--- src/rtl/spi_tx.sv ---
// spi_tx: SPI master transmitter, MSB first, sclk idle low, cs active low.
//   Shifts out one WIDTH-bit word per cs frame. The receiver samples mosi on
//   the falling sclk edge, and mosi changes only on the rising edge.
//   Optional feature macro: SPI_TX_BURST_EN. When it is defined, a new word can
//   be accepted in the last LOW cycle of a word, so words run back to back
//   under one cs frame.
// Ports:
//   clk, rst          system clock; asynchronous active-high reset
//   tx_data/tx_valid  word to send and its valid flag (sampled only on accept)
//   tx_ready          block can accept a word (accept = tx_valid & tx_ready)
//   busy              frame in progress
//   done              one-cycle pulse after the last bit of a word is shifted out
//   cs, sclk, mosi    SPI outputs, all registered
module spi_tx #(
   parameter int WIDTH   = 8,
   parameter int CLK_DIV = 4,
   parameter int CS_HOLD = 4
) (
   input  logic             clk,
   input  logic             rst,
   input  logic [WIDTH-1:0] tx_data,
   input  logic             tx_valid,
   output logic             tx_ready,
   output logic             busy,
   output logic             done,
   output logic             cs,
   output logic             sclk,
   output logic             mosi
);
   // the counter also times HOLD, so it must reach CS_HOLD-1 as well
   localparam int CMAX = CLK_DIV > CS_HOLD ? CLK_DIV : CS_HOLD;
   localparam int CW   = $clog2(CMAX) + 1;
   localparam int BW   = $clog2(WIDTH + 1);
   typedef enum logic [2:0] {IDLE, SETUP, HIGH, LOW, HOLD, GAP} state_t;
   state_t           state, state_nx;
   logic [CW-1:0]    cnt;
   logic [BW-1:0]    bcnt, bcnt_nx;
   logic [WIDTH-1:0] sh, sh_nx, shifted;
   logic             cs_nx, sclk_nx, mosi_nx, done_nx, last, final_bit, accept;
   assign last      = cnt == (state == HOLD ? CW'(CS_HOLD - 1) : CW'(CLK_DIV - 1));
   assign final_bit = bcnt == BW'(WIDTH);
`ifdef SPI_TX_BURST_EN
   assign tx_ready  = state == IDLE || (state == LOW && last && final_bit);
`else
   assign tx_ready  = state == IDLE;
`endif
   assign accept    = tx_valid & tx_ready;
   assign busy      = state != IDLE;
   assign shifted   = sh << 1;
   always_ff @(posedge clk or posedge rst) begin
      if (rst) begin
         state <= IDLE;
         cnt   <= '0;
         bcnt  <= '0;
         sh    <= '0;
         cs    <= 1'b1;
         sclk  <= 1'b0;
         mosi  <= 1'b0;
         done  <= 1'b0;
      end else begin
         state <= state_nx;
         cnt   <= state_nx != state ? '0 : cnt + CW'(1);
         bcnt  <= bcnt_nx;
         sh    <= sh_nx;
         cs    <= cs_nx;
         sclk  <= sclk_nx;
         mosi  <= mosi_nx;
         done  <= done_nx;
      end
   end
   always_comb begin
      state_nx = state;
      bcnt_nx  = bcnt;
      sh_nx    = sh;
      cs_nx    = cs;
      sclk_nx  = sclk;
      mosi_nx  = mosi;
      done_nx  = 1'b0;
      case (state)
         IDLE: if (accept) begin
            state_nx = SETUP;
            cs_nx    = 1'b0;
            sh_nx    = tx_data;
            mosi_nx  = tx_data[WIDTH-1];
            bcnt_nx  = '0;
         end
         SETUP: if (last) begin
            state_nx = HIGH;
            sclk_nx  = 1'b1;
         end
         HIGH: if (last) begin
            state_nx = LOW;
            sclk_nx  = 1'b0;
            bcnt_nx  = bcnt + BW'(1);
         end
         LOW: if (last) begin
            if (!final_bit) begin
               // next bit goes out on the rising edge, half a period before the sample
               state_nx = HIGH;
               sclk_nx  = 1'b1;
               sh_nx    = shifted;
               mosi_nx  = shifted[WIDTH-1];
            end else begin
               done_nx  = 1'b1;
               state_nx = HOLD;
`ifdef SPI_TX_BURST_EN
               if (accept) begin
                  state_nx = HIGH;
                  sclk_nx  = 1'b1;
                  sh_nx    = tx_data;
                  mosi_nx  = tx_data[WIDTH-1];
                  bcnt_nx  = '0;
               end
`endif
            end
         end
         HOLD: if (last) begin
            state_nx = GAP;
            cs_nx    = 1'b1;
            mosi_nx  = 1'b0;
         end
         GAP: if (last) state_nx = IDLE;
         default: state_nx = IDLE;
      endcase
   end
endmodule

--- config.mk ---
export PLATFORM = sky130hd
export DESIGN_NAME = spi_tx
export DESIGN_NICKNAME = d
export VERILOG_FILES = /design/src/rtl/spi_tx.sv
export SDC_FILE = /design/constraint.sdc
export NUM_CORES = 1
export LEC_CHECK = 0
export CAP_MARGIN = 40
export CORE_AREA = 4 4 53 55
export CTS_CLUSTER_DIAMETER = 60
export DETAILED_ROUTE_END_ITERATION = 7
export DIE_AREA = 0 0 57 59
export GPL_ROUTABILITY_DRIVEN = 1
export HOLD_SLACK_MARGIN = 0.15
export PLACE_DENSITY_LB_ADDON = 0.15
export SETUP_SLACK_MARGIN = 0.5
export SLEW_MARGIN = 20
export SYNTH_ARGS = -nofsm -noshare
export SYNTH_HDL_FRONTEND = slang
export SYNTH_SLANG_ARGS = --single-unit
export TNS_END_PERCENT = 10
--- constraint.sdc ---
create_clock -name clk -period 2 [get_ports clk]
set_input_delay 0.6 -clock clk [delete_from_list [all_inputs] [get_ports clk]]
set_output_delay 0.6 -clock clk [all_outputs]
set_load 0.005 [all_outputs]
==> run summary <==
## Placement
* **HPWL Detailed** 1700 um
* **cell total after placement** 160
* **I/O Buffers** 16
* **worst setup slack after placement** -0.213 ns
* **GP Congestion** 0.826
* **cell area after placement** 1440 um^2

## Logic synthesis
* **cell count after synthesis** 110
* **most used flip-flop cell after synthesis** sky130_fd_sc_hd__dfrtp_1
* **count of unique library cells instantiated by Yosys** 37
* **part of the Yosys area used for sequential elements** 43.8%
* **register bit total from synthesis** 21
* **synthesized area divided by synthesized cell count** 10.9 um^2
* **post-synth design cell area** 1200 um^2
* **number of nets produced by synthesis** 126
* **share of flip-flops with an asynchronous set or reset** 100%
* **number of enable-type register cells in the synthesized netlist** 0
* **number of synthesis warnings** 0

## Pwr
* **sequential share of power** 63.8%
* **Switching Power** 138 uW
* **Tot Pwr** 665 uW
* **leakage power figure** 0.766 nW
* **share of power burned in the clock network** 30.2%
* **power density of the placed cells** 406 nW/um^2
* **Gate power share** 6.0%
* **proportion of total power due to net switching** 20.8%
* **Internal Pwr Total** 527 uW
* **maximum VDD drop** 359 uV

## Min path
* **Worst Min Path Start** cnt[0]
* **endpoint with the worst hold slack** cnt[0]
* **number of cells traversed by the worst hold path** 1
* **HP Class** reg2reg

## STA
* **minimum setup slack in the final design** 0.269 ns
* **total of endpoints with negative setup slack in the final report** 0
* **setup repair after global routing missed its margin** yes
* **fin crit share** 86.5%
* **final count of pins violating max slew** 0
* **total negative setup slack** 0 ns
* **relative slew slack** 71.8%
* **post-route clock skew** 0.00492 ns
* **transition at the pin with the smallest max-transition slack** 0.422 ns
* **final hold violation count** 0
* **time the worst path needs with I/O delays and setup** 1.73 ns
* **peak clock frequency supported by timing** 578 MHz

## Cells and area
* **total inserted antenna cells** 0
* **count of filler cells inserted in the layout** 196
* **share of layout cells above drive strength 1** 34.2%
* **post-route insts no fill** 179
* **Total Nets Final** 166
* **final instance area** 1640 um^2
* **Synth-to-Final Area Change** 36.3%

## Die
* **initial standard-cell utilization of the core** 50.4%
* **Die Footprint** 3360 um^2
* **Die X** 57 um
* **number of top-level pins** 17
* **core outline area** 2390 um^2
* **num rows** 18
* **Chip Height** 59 um

## Detailed routing
* **total DRC errors in the routed layout** 0
* **routed length on met1** 1140 um
* **routed wire length** 2600 um
* **Routed met2 length** 1290 um
* **Initial DRC Count** 24
* **Antenna Nets Post-Route** 0
* **drt pass-1 iters** 4
* **per-cell routed wire length** 14.5 um
* **ratio of routed vias to standard cells** 5.51
* **Highest Signal Layer** met4
* **met3 WL post-DR** 106 um
* **number of vias in the routed layout** 986

## Clock network
* **quantity of hold-fixing buffers added after cts** 0
* **library cell used as clock root buffer** sky130_fd_sc_hd__clkbuf_4
* **clock transition at the registers of the reported paths** 0.11 ns
* **clock latency at the later pin of the worst-skew pair** 0.30 ns
* **clock tree from TritonCTS** built
* **deepest clock path buffer count** 2
* **total clock sinks** 21
* **TritonCTS buffer count** 3
* **CTS H-Tree Depth** 1

## Worst setup path
* **worst stage delay on the critical path** 0.53 ns
* **worst path arrival time** 1.92 ns
* **number of cells on the worst reg-to-reg path** 5
* **launch point of the worst reg-to-reg path** state[1]
* **reg2reg setup slack** 0.27 ns
* **startpoint type of the worst setup path** flip-flop
* **Crit Reg-Reg Endpoint** sh[5]
* **standard cell with the maximum stage delay on the critical path** sky130_fd_sc_hd__or4b_4
* **Crit. End Element** flip-flop
* **Data required, critical path** 2.19 ns
* **crit path max fanout** 7
* **number of buffers and inverters on the critical path** 2
* **cell type group with the largest total delay on the critical path** simple AND/OR/NAND/NOR gates
* **path type of the worst setup path** reg2reg
* **ordered list of cells on the worst path** buf_6 > or4b_4 > o21ai_4 > buf_12 > mux2_4

## GRT
* **number of antenna violations at the first check in global routing** 0
* **number of global-route vias before repair** 1069
* **total global routing track utilization** 17.5%
* **wire length of the first global-routing pass** 4650 um
* **maximum number of pins on one net before global-route repair** 14
* **leftover overflow at the end of global routing** 0

## Status
* **run status** completed

## Job
* **number of maximum-capacitance violations** 0

-- cell families (layout without fill, tap and decap cells) --
group           Yosys count  in the layout  synth area share, %
simple gates             33             33                 17.8
flops                    21             21                 43.8
compound gates           20             20                 12.5
mux                      17             17                 15.4
buf+inv                  14             53                 5.41
fa+ha+maj                 5              5                 5.20
-- layout make-up --
class	count	area (um^2)	share of cell area, %
tap	30	37.5	2.29
sequential	21	527	32.1
timing repair buffer	40	360	22.0
clock buffer	4	26.3	1.60
multi-input combinational	75	656	40.0
inverter	9	33.8	2.06
-- cell usage in the layout (no fill, tap or decap), types with 2 or more instances in the layout --
cell type,synthesis,layout
sky130_fd_sc_hd__dfrtp_1,20,20
sky130_fd_sc_hd__buf_4,0,19
sky130_fd_sc_hd__nand2_1,9,9
sky130_fd_sc_hd__clkdlybuf4s50_1,0,9
sky130_fd_sc_hd__inv_1,9,8
sky130_fd_sc_hd__mux2_2,12,6
sky130_fd_sc_hd__mux2_4,0,6
sky130_fd_sc_hd__nor2_1,6,5
sky130_fd_sc_hd__a21oi_1,5,5
sky130_fd_sc_hd__dlygate4sd2_1,0,5
sky130_fd_sc_hd__mux2i_1,5,4
sky130_fd_sc_hd__nand3b_1,3,3
sky130_fd_sc_hd__o21ai_0,3,3
sky130_fd_sc_hd__ha_1,5,3
sky130_fd_sc_hd__clkbuf_4,0,3
sky130_fd_sc_hd__buf_6,1,3
sky130_fd_sc_hd__nand4b_1,2,2
sky130_fd_sc_hd__nand4_1,2,2
sky130_fd_sc_hd__a2111o_1,2,2
sky130_fd_sc_hd__buf_2,4,2
sky130_fd_sc_hd__buf_12,0,2
-- through the flow --
stage	hold WS [ns]	utilization [%]
final	0.452	68.7
after global routing	0.486	68.7
after CTS	0.461	67.5
after detailed placement	0.444	60.3
after global placement	0.422	60.3
after floorplan	0.406	-
-- how the worst max path moves through the flow --
stage / from / end / slack [ns] / cells past startpoint
floorplan: cnt[0] / sh[1] / 0.26 / 6
global placement: tx_valid / sh[5] / -0.19 / 4
detailed placement: tx_valid / sh[2] / -0.21 / 4
CTS: state[0] / sh[2] / 0.27 / 5
global route: state[0] / sh[0] / 0.22 / 6
finish: state[1] / sh[5] / 0.27 / 5
-- cell usage after synthesis (2+ instances only) --
master	number	area, um^2
sky130_fd_sc_hd__dfrtp_1	20	500
sky130_fd_sc_hd__mux2_2	12	135
sky130_fd_sc_hd__inv_1	9	33.8
sky130_fd_sc_hd__nand2_1	9	33.8
sky130_fd_sc_hd__nor2_1	6	22.5
sky130_fd_sc_hd__a21oi_1	5	25.0
sky130_fd_sc_hd__ha_1	5	62.6
sky130_fd_sc_hd__mux2i_1	5	50.1
sky130_fd_sc_hd__buf_2	4	20.0
sky130_fd_sc_hd__nand3b_1	3	22.5
sky130_fd_sc_hd__o21ai_0	3	15.0
sky130_fd_sc_hd__a2111o_1	2	22.5
sky130_fd_sc_hd__nand4_1	2	12.5
sky130_fd_sc_hd__nand4b_1	2	17.5
-- flip-flops by register name (all words and copies together), names as in the netlist --
signal and cells:
sh 7, bcnt 4, cnt 3, state 3, cs 1, done 1, mosi 1, sclk 1
-- layer usage --
layer / track usage, % / up-vias
met1: 21.7 / 484
li1: - / 475
met5: 0 / -
met3: 3.05 / 8
met2: 30.0 / 19
met4: 7.95 / 0
-- power groups by stage --
stage,sequential [mW],combinational [mW],clock [mW]
3_5_place_dp,0.433,0.0400,0
3_3_place_gp,0.433,0.0395,0
2_1_floorplan,0.433,0.0133,0
6_report,0.425,0.0400,0.201
5_1_grt,0.425,0.0441,0.229
4_1_cts,0.425,0.0401,0.210
-- repair_timing --
action,4_1_cts,5_1_grt
buffers inserted,12,3
pin swaps,3,1
gates resized for setup,25,2
gates cloned,0,0
endpoints found under the setup margin,22,22
hold endpoints to repair,0,0
No activity file was read; power rests on OpenSTA's default activity.
